## config.mk

```make
export PLATFORM = sky130hd
export DESIGN_NAME = batcharger_mode_fsm
export DESIGN_NICKNAME = d
export VERILOG_FILES = /design/src/rtl/batcharger_mode_fsm.sv
export SDC_FILE = /design/constraint.sdc
export NUM_CORES = 1
export LEC_CHECK = 0
export CORE_MARGIN = 10
export CORE_UTILIZATION = 48
export DETAILED_ROUTE_END_ITERATION = 10
export PLACE_DENSITY = 0.8
export SETUP_SLACK_MARGIN = 0.2
export SLEW_MARGIN = 20
export SYNTH_ARGS = -nofsm -noshare
export SYNTH_HDL_FRONTEND = slang
export SYNTH_SLANG_ARGS = --single-unit
```

## constraint.sdc

```tcl
create_clock -name clk -period 4.1 [get_ports clk]
set_clock_uncertainty 0.05 [all_clocks]
set_input_delay 0.82 -clock clk [delete_from_list [all_inputs] [get_ports clk]]
set_output_delay 0.82 -clock clk [all_outputs]
set_load 0.02 [all_outputs]
```

## src/rtl/batcharger_mode_fsm.sv

```systemverilog
// Charge-phase controller for the Li-ion charger: selects TC/CC/CV/DONE/FAULT and drives setpoints.
// Optional CV duration limit enabled by defining BATCHARGER_CV_TIMEOUT_EN.
module batcharger_mode_fsm #(
    parameter int VPRESET   = 150,
    parameter int VCUTOFF   = 210,
    parameter int VRECHARGE = 200,
    parameter int TEMPMIN   = 47,
    parameter int TEMPMAX   = 140,
    parameter int DEBOUNCE  = 4
`ifdef BATCHARGER_CV_TIMEOUT_EN
    ,parameter int TCVMAX   = 4096
`endif
) (
    input  logic       clk,
    input  logic       rst,
    input  logic       en,
    input  logic [3:0] sel,
    input  logic       smp_valid,
    input  logic [7:0] vbat_code,
    input  logic [7:0] ibat_code,
    input  logic [7:0] vtemp_code,
    output logic       tc,
    output logic       cc,
    output logic       cv,
    output logic       done,
    output logic       fault,
    output logic [7:0] itarget,
    output logic [7:0] vtarget
);

    // state   | meaning
    // S_IDLE  | charger disabled, all outputs 0
    // S_TC    | trickle charge at C/10
    // S_CC    | constant current at 1C
    // S_CV    | constant voltage, current tapering
    // S_DONE  | charge complete, waiting for recharge threshold
    // S_FAULT | temperature outside safe window
    localparam logic [2:0] S_IDLE  = 3'd0;
    localparam logic [2:0] S_TC    = 3'd1;
    localparam logic [2:0] S_CC    = 3'd2;
    localparam logic [2:0] S_CV    = 3'd3;
    localparam logic [2:0] S_DONE  = 3'd4;
    localparam logic [2:0] S_FAULT = 3'd5;

    localparam logic [3:0] DB_LAST = 4'(DEBOUNCE - 1);

    logic [2:0] state, nxt_state;
    logic [3:0] sel_l, sel_nxt;
    logic [3:0] db_cnt, db_nxt;
    logic [3:0] tmp_cnt, tmp_nxt;
    logic       temp_bad, exit_cond, tmp_watch, db_hit, tmp_hit, cv_to;
    logic [7:0] i_c10, i_1c;

    always_comb begin
        temp_bad = (vtemp_code < 8'(TEMPMIN)) || (vtemp_code > 8'(TEMPMAX));
        case (state)
            S_TC:    exit_cond = vbat_code >= 8'(VPRESET);
            S_CC:    exit_cond = vbat_code >= 8'(VCUTOFF);
            S_CV:    exit_cond = ibat_code < ({4'd0, sel_l} + 8'd1);
            S_DONE:  exit_cond = vbat_code < 8'(VRECHARGE);
            S_FAULT: exit_cond = !temp_bad;
            default: exit_cond = 1'b0;
        endcase
        tmp_watch = (state == S_TC) || (state == S_CC) || (state == S_CV) || (state == S_DONE);
        db_hit    = smp_valid && exit_cond && (db_cnt == DB_LAST);
        tmp_hit   = smp_valid && tmp_watch && temp_bad && (tmp_cnt == DB_LAST);
    end

`ifdef BATCHARGER_CV_TIMEOUT_EN
    logic [15:0] cv_cnt, cv_nxt;

    assign cv_to = smp_valid && (state == S_CV) && (cv_cnt >= 16'(TCVMAX - 1));

    always_comb begin
        cv_nxt = 16'd0;
        if ((state == S_CV) && (nxt_state == S_CV))
            cv_nxt = (smp_valid && (cv_cnt != 16'hFFFF)) ? cv_cnt + 16'd1 : cv_cnt;
    end

    always_ff @(posedge clk or posedge rst) begin
        if (rst) cv_cnt <= 16'd0;
        else     cv_cnt <= cv_nxt;
    end
`else
    assign cv_to = 1'b0;
`endif

    always_comb begin
        nxt_state = state;
        sel_nxt   = sel_l;
        db_nxt    = db_cnt;
        tmp_nxt   = tmp_cnt;
        if (smp_valid) begin
            db_nxt  = exit_cond ? db_cnt + 4'd1 : 4'd0;
            tmp_nxt = (tmp_watch && temp_bad) ? tmp_cnt + 4'd1 : 4'd0;
        end
        if (!en) begin
            nxt_state = S_IDLE;
        end else if (state == S_IDLE) begin
            nxt_state = S_TC;
            sel_nxt   = sel;
        end else if (tmp_hit) begin
            nxt_state = S_FAULT;
        end else if (db_hit || cv_to) begin
            case (state)
                S_TC:    nxt_state = S_CC;
                S_CC:    nxt_state = S_CV;
                S_CV:    nxt_state = S_DONE;
                S_DONE:  nxt_state = S_TC;
                S_FAULT: nxt_state = S_TC;
                default: nxt_state = S_IDLE;
            endcase
        end
        // Any phase change or disable restarts both debounce windows.
        if (!en || (nxt_state != state)) begin
            db_nxt  = 4'd0;
            tmp_nxt = 4'd0;
        end
        i_c10 = {4'd0, sel_nxt} + 8'd1;
        i_1c  = i_c10 * 8'd10;
    end

    always_ff @(posedge clk or posedge rst) begin
        if (rst) begin
            state   <= S_IDLE;
            sel_l   <= 4'd0;
            db_cnt  <= 4'd0;
            tmp_cnt <= 4'd0;
            tc      <= 1'b0;
            cc      <= 1'b0;
            cv      <= 1'b0;
            done    <= 1'b0;
            fault   <= 1'b0;
            itarget <= 8'd0;
            vtarget <= 8'd0;
        end else begin
            state   <= nxt_state;
            sel_l   <= sel_nxt;
            db_cnt  <= db_nxt;
            tmp_cnt <= tmp_nxt;
            tc      <= (nxt_state == S_TC);
            cc      <= (nxt_state == S_CC);
            cv      <= (nxt_state == S_CV);
            done    <= (nxt_state == S_DONE);
            fault   <= (nxt_state == S_FAULT);
            case (nxt_state)
                S_TC:       itarget <= i_c10;
                S_CC, S_CV: itarget <= i_1c;
                default:    itarget <= 8'd0;
            endcase
            vtarget <= ((nxt_state == S_TC) || (nxt_state == S_CC) || (nxt_state == S_CV))
                       ? 8'(VCUTOFF) : 8'd0;
        end
    end

endmodule

```

==> impl_metrics.env <==
export IMPL_cts_hold_fix_buffers=0
export IMPL_async_flop_share_pct=100
export IMPL_vias=1615
export IMPL_synth_top_area_cell="dfrtp_1"
export IMPL_tightest_slew_ns=0.600
export IMPL_dr_pass1_iters=4
export IMPL_cts_tree="yes"
export IMPL_synthDistinctLibCells=52
export IMPL_cts_resized=0
export IMPL_clk_path_buf_depth=2
export IMPL_overflow=0
export IMPL_cp_arrival_ns=3.72
export IMPL_leakagePower_nw=1.10
export IMPL_fmax_mhz=279
export IMPL_die_x_um=83.3
export IMPL_synth_flop_cell="dfrtp_1"
export IMPL_clk_pin_slew_worst_paths_ns=0.06
export IMPL_synth_edf_count=0
export IMPL_antenna_cells=0
export IMPL_cts_setup_buffers=0
export IMPL_grt_pass1_wl_um=7760
export IMPL_cts_made_buffers=5
export IMPL_worst_setup_path_end_kind="register"
export IMPL_initial_core_util_pct=51.0
export IMPL_totalWireLength_um=4440
export IMPL_antenna_left=0
export IMPL_slew_violations=0
export IMPL_fp_coreArea_um2=3770
export IMPL_clk_latency_ns=0.29
export IMPL_cap_violations=0
export IMPL_avgRoutedWirePerCell_um=15.5
export IMPL_gp_congestion=0.831
export IMPL_min_period_ns=3.59
export IMPL_ys_ff_latch=29
export IMPL_io_pins=53
export IMPL_worstSetupPathType="input pin to register"
export IMPL_hold_class="register to register"
export IMPL_place_area_um2=2410
export IMPL_drtIter0Drc=113
export IMPL_reg2reg_to="itarget[7]$_DFF_PP0_"
export IMPL_grt_max_degree=30
export IMPL_cp_max_fo=6
export IMPL_rsz0062_at_grt="false"
export IMPL_rrSetupSlack_ns=0.79
export IMPL_hold_viol_final=0
export IMPL_holdCritStartpoint="db_cnt[0]$_DFFE_PP0P_"
export IMPL_netlist_area_um2=1920
export IMPL_synth_top_area_share_pct=37.7
export IMPL_synth_warnings=0
export IMPL_setup_violations=0
export IMPL_syn_inst=189
export IMPL_worstPathRequired_ns=4.23
export IMPL_finalCritPeriodShare_pct=87.5
export IMPL_reg2reg_depth=12
export IMPL_grt_usage_pct=13.1
export IMPL_antenna_found_initial=0
export IMPL_irDropWorstVdd_mv=0.233
export IMPL_power_density_nw_per_um2=332
export IMPL_yosys_top_cells_count="dfrtp_1 (29), nor2_1 (18), ha_1 (14)"
export IMPL_cts_sinks=29
export IMPL_synth_seq_area_share_pct=37.7
export IMPL_htree_num_levels=2
export IMPL_synth_area_per_cell_um2=10.2
export IMPL_areaGrowthSynthToFinish_pct=31.4
export IMPL_r2r_start="state[0]$_DFF_PP0_"
export IMPL_hold_path_end="db_cnt[0]$_DFFE_PP0P_"
export IMPL_ys_top_cells_by_area="dfrtp_1 (38%), ha_1 (9.1%), nor2_1 (3.5%)"
export IMPL_grt_pass1_vias=1621
export IMPL_slew_headroom_pct=59.9
export IMPL_fin_setup_tns_ns=0
export IMPL_final_nets=285
export IMPL_fillCellCount=315
export IMPL_port_buffers=47
export IMPL_dieArea_um2=6940
export IMPL_vias_per_cell=5.63
export IMPL_status="finished, final reports clean"
export IMPL_rows=22
export IMPL_totalPowerFinal_mw=0.839
export IMPL_die_y_um=83.3
export IMPL_drc=0
export IMPL_worst_setup_path_start_kind="input pin"
export IMPL_drive_above_1_share_pct=10.9
export IMPL_postLayoutCellArea_um2=2530
export IMPL_holdPathStages=1
export IMPL_dp_hpwl_um=3410
export IMPL_yosysMostFrequentCell="dfrtp_1"
export IMPL_cts_root_buf="clkbuf_8"
==> worst max-delay path, stage by stage <==
cell and delay, ns:
clkdlybuf4s50_1 0.50, inv_1 0.08, nor2_1 0.12, buf_4 0.16
mux2_2 0.36, ha_1 0.20, xor2_1 0.27, ha_1 0.30
ha_1 0.29, a21o_1 0.17, a21oi_1 0.17, xnor2_1 0.07
and3_1 0.17
==> how the worst max path moves through the flow <==
stage	startpoint	end	cells after the start	slack, ns
3_5_place_dp	en	itarget[7]$_DFF_PP0_	13	0.22
5_1_grt	en	itarget[7]$_DFF_PP0_	14	0.27
2_1_floorplan	state[2]$_DFF_PP0_	itarget[7]$_DFF_PP0_	13	0.79
6_report	en	itarget[7]$_DFF_PP0_	13	0.51
3_3_place_gp	en	itarget[7]$_DFF_PP0_	13	0.24
4_1_cts	en	itarget[7]$_DFF_PP0_	13	0.52
==> registers in the layout, summed over array words and instances, names as in the netlist, 3 cells and up <==
register  count
tmp_cnt       4
state         3
itarget       8
sel_l         4
db_cnt        4
==> power by group <==
part	total [mW]	internal, mW	switching (mW)
clock network	0.312	0.197	0.115
logic	0.217	0.108	0.109
registers	0.310	0.300	0.00994
==> logic make-up after synthesis <==
group                    synth area share, %
AO/OA/AOI/OAI                           19.4
buffers and inverters                   6.31
multiplexers                            3.32
adder cells (fa/ha/maj)                 10.1
XOR/XNOR                                3.64
AND/OR/NAND/NOR                         19.3
other                                  0.195
flip-flops                              37.7
==> routing by layer <==
metal / vias to the layer above / wire, µm / global-route usage [%]
met5: - / 0 / 0
li1: 785 / - / -
met4: 0 / 70 / 4.62
met2: 57 / 1930 / 19.8
met1: 768 / 2080 / 16.3
met3: 5 / 355 / 5.37
==> cell type report <==
class	count	area, µm²	share of cell area, %
multi-input combinational	142	1090	43.0
sequential	29	726	28.7
timing repair buffer	51	500	19.8
clock buffer	6	82.6	3.27
tap	48	60.1	2.38
clock inverter	2	37.5	1.49
inverter	9	33.8	1.34
==> stage by stage <==
step / setup WS (ns) / util, % / cells / hold WS, ns
floorplan: 0.792 / - / 192 / 0.415
global placement: 0.243 / 63.8 / 279 / 0.440
detailed placement: 0.223 / 63.8 / 279 / 0.452
CTS: 0.522 / 67.0 / 287 / 0.464
global route: 0.267 / 67.0 / 287 / 0.485
finish: 0.511 / 67.0 / 287 / 0.468
==> cell usage in the layout (no fill, tap or decap), types with 3 or more instances in the layout <==
master,n
ha_1,14
inv_1,8
and3_1,4
nand4_1,4
a211oi_1,5
o21ai_0,4
nand2_1,7
mux2i_1,3
clkbuf_8,6
nand3_1,4
clkdlybuf4s50_1,47
xnor2_1,5
conb_1,4
nor3_1,3
mux2_2,3
nor4_1,3
a32o_1,4
nor2b_1,5
nor2_1,18
xor2_1,3
buf_4,4
a21oi_1,10
dfrtp_1,29
nand2b_1,3
(Power assumes the default switching activity.)
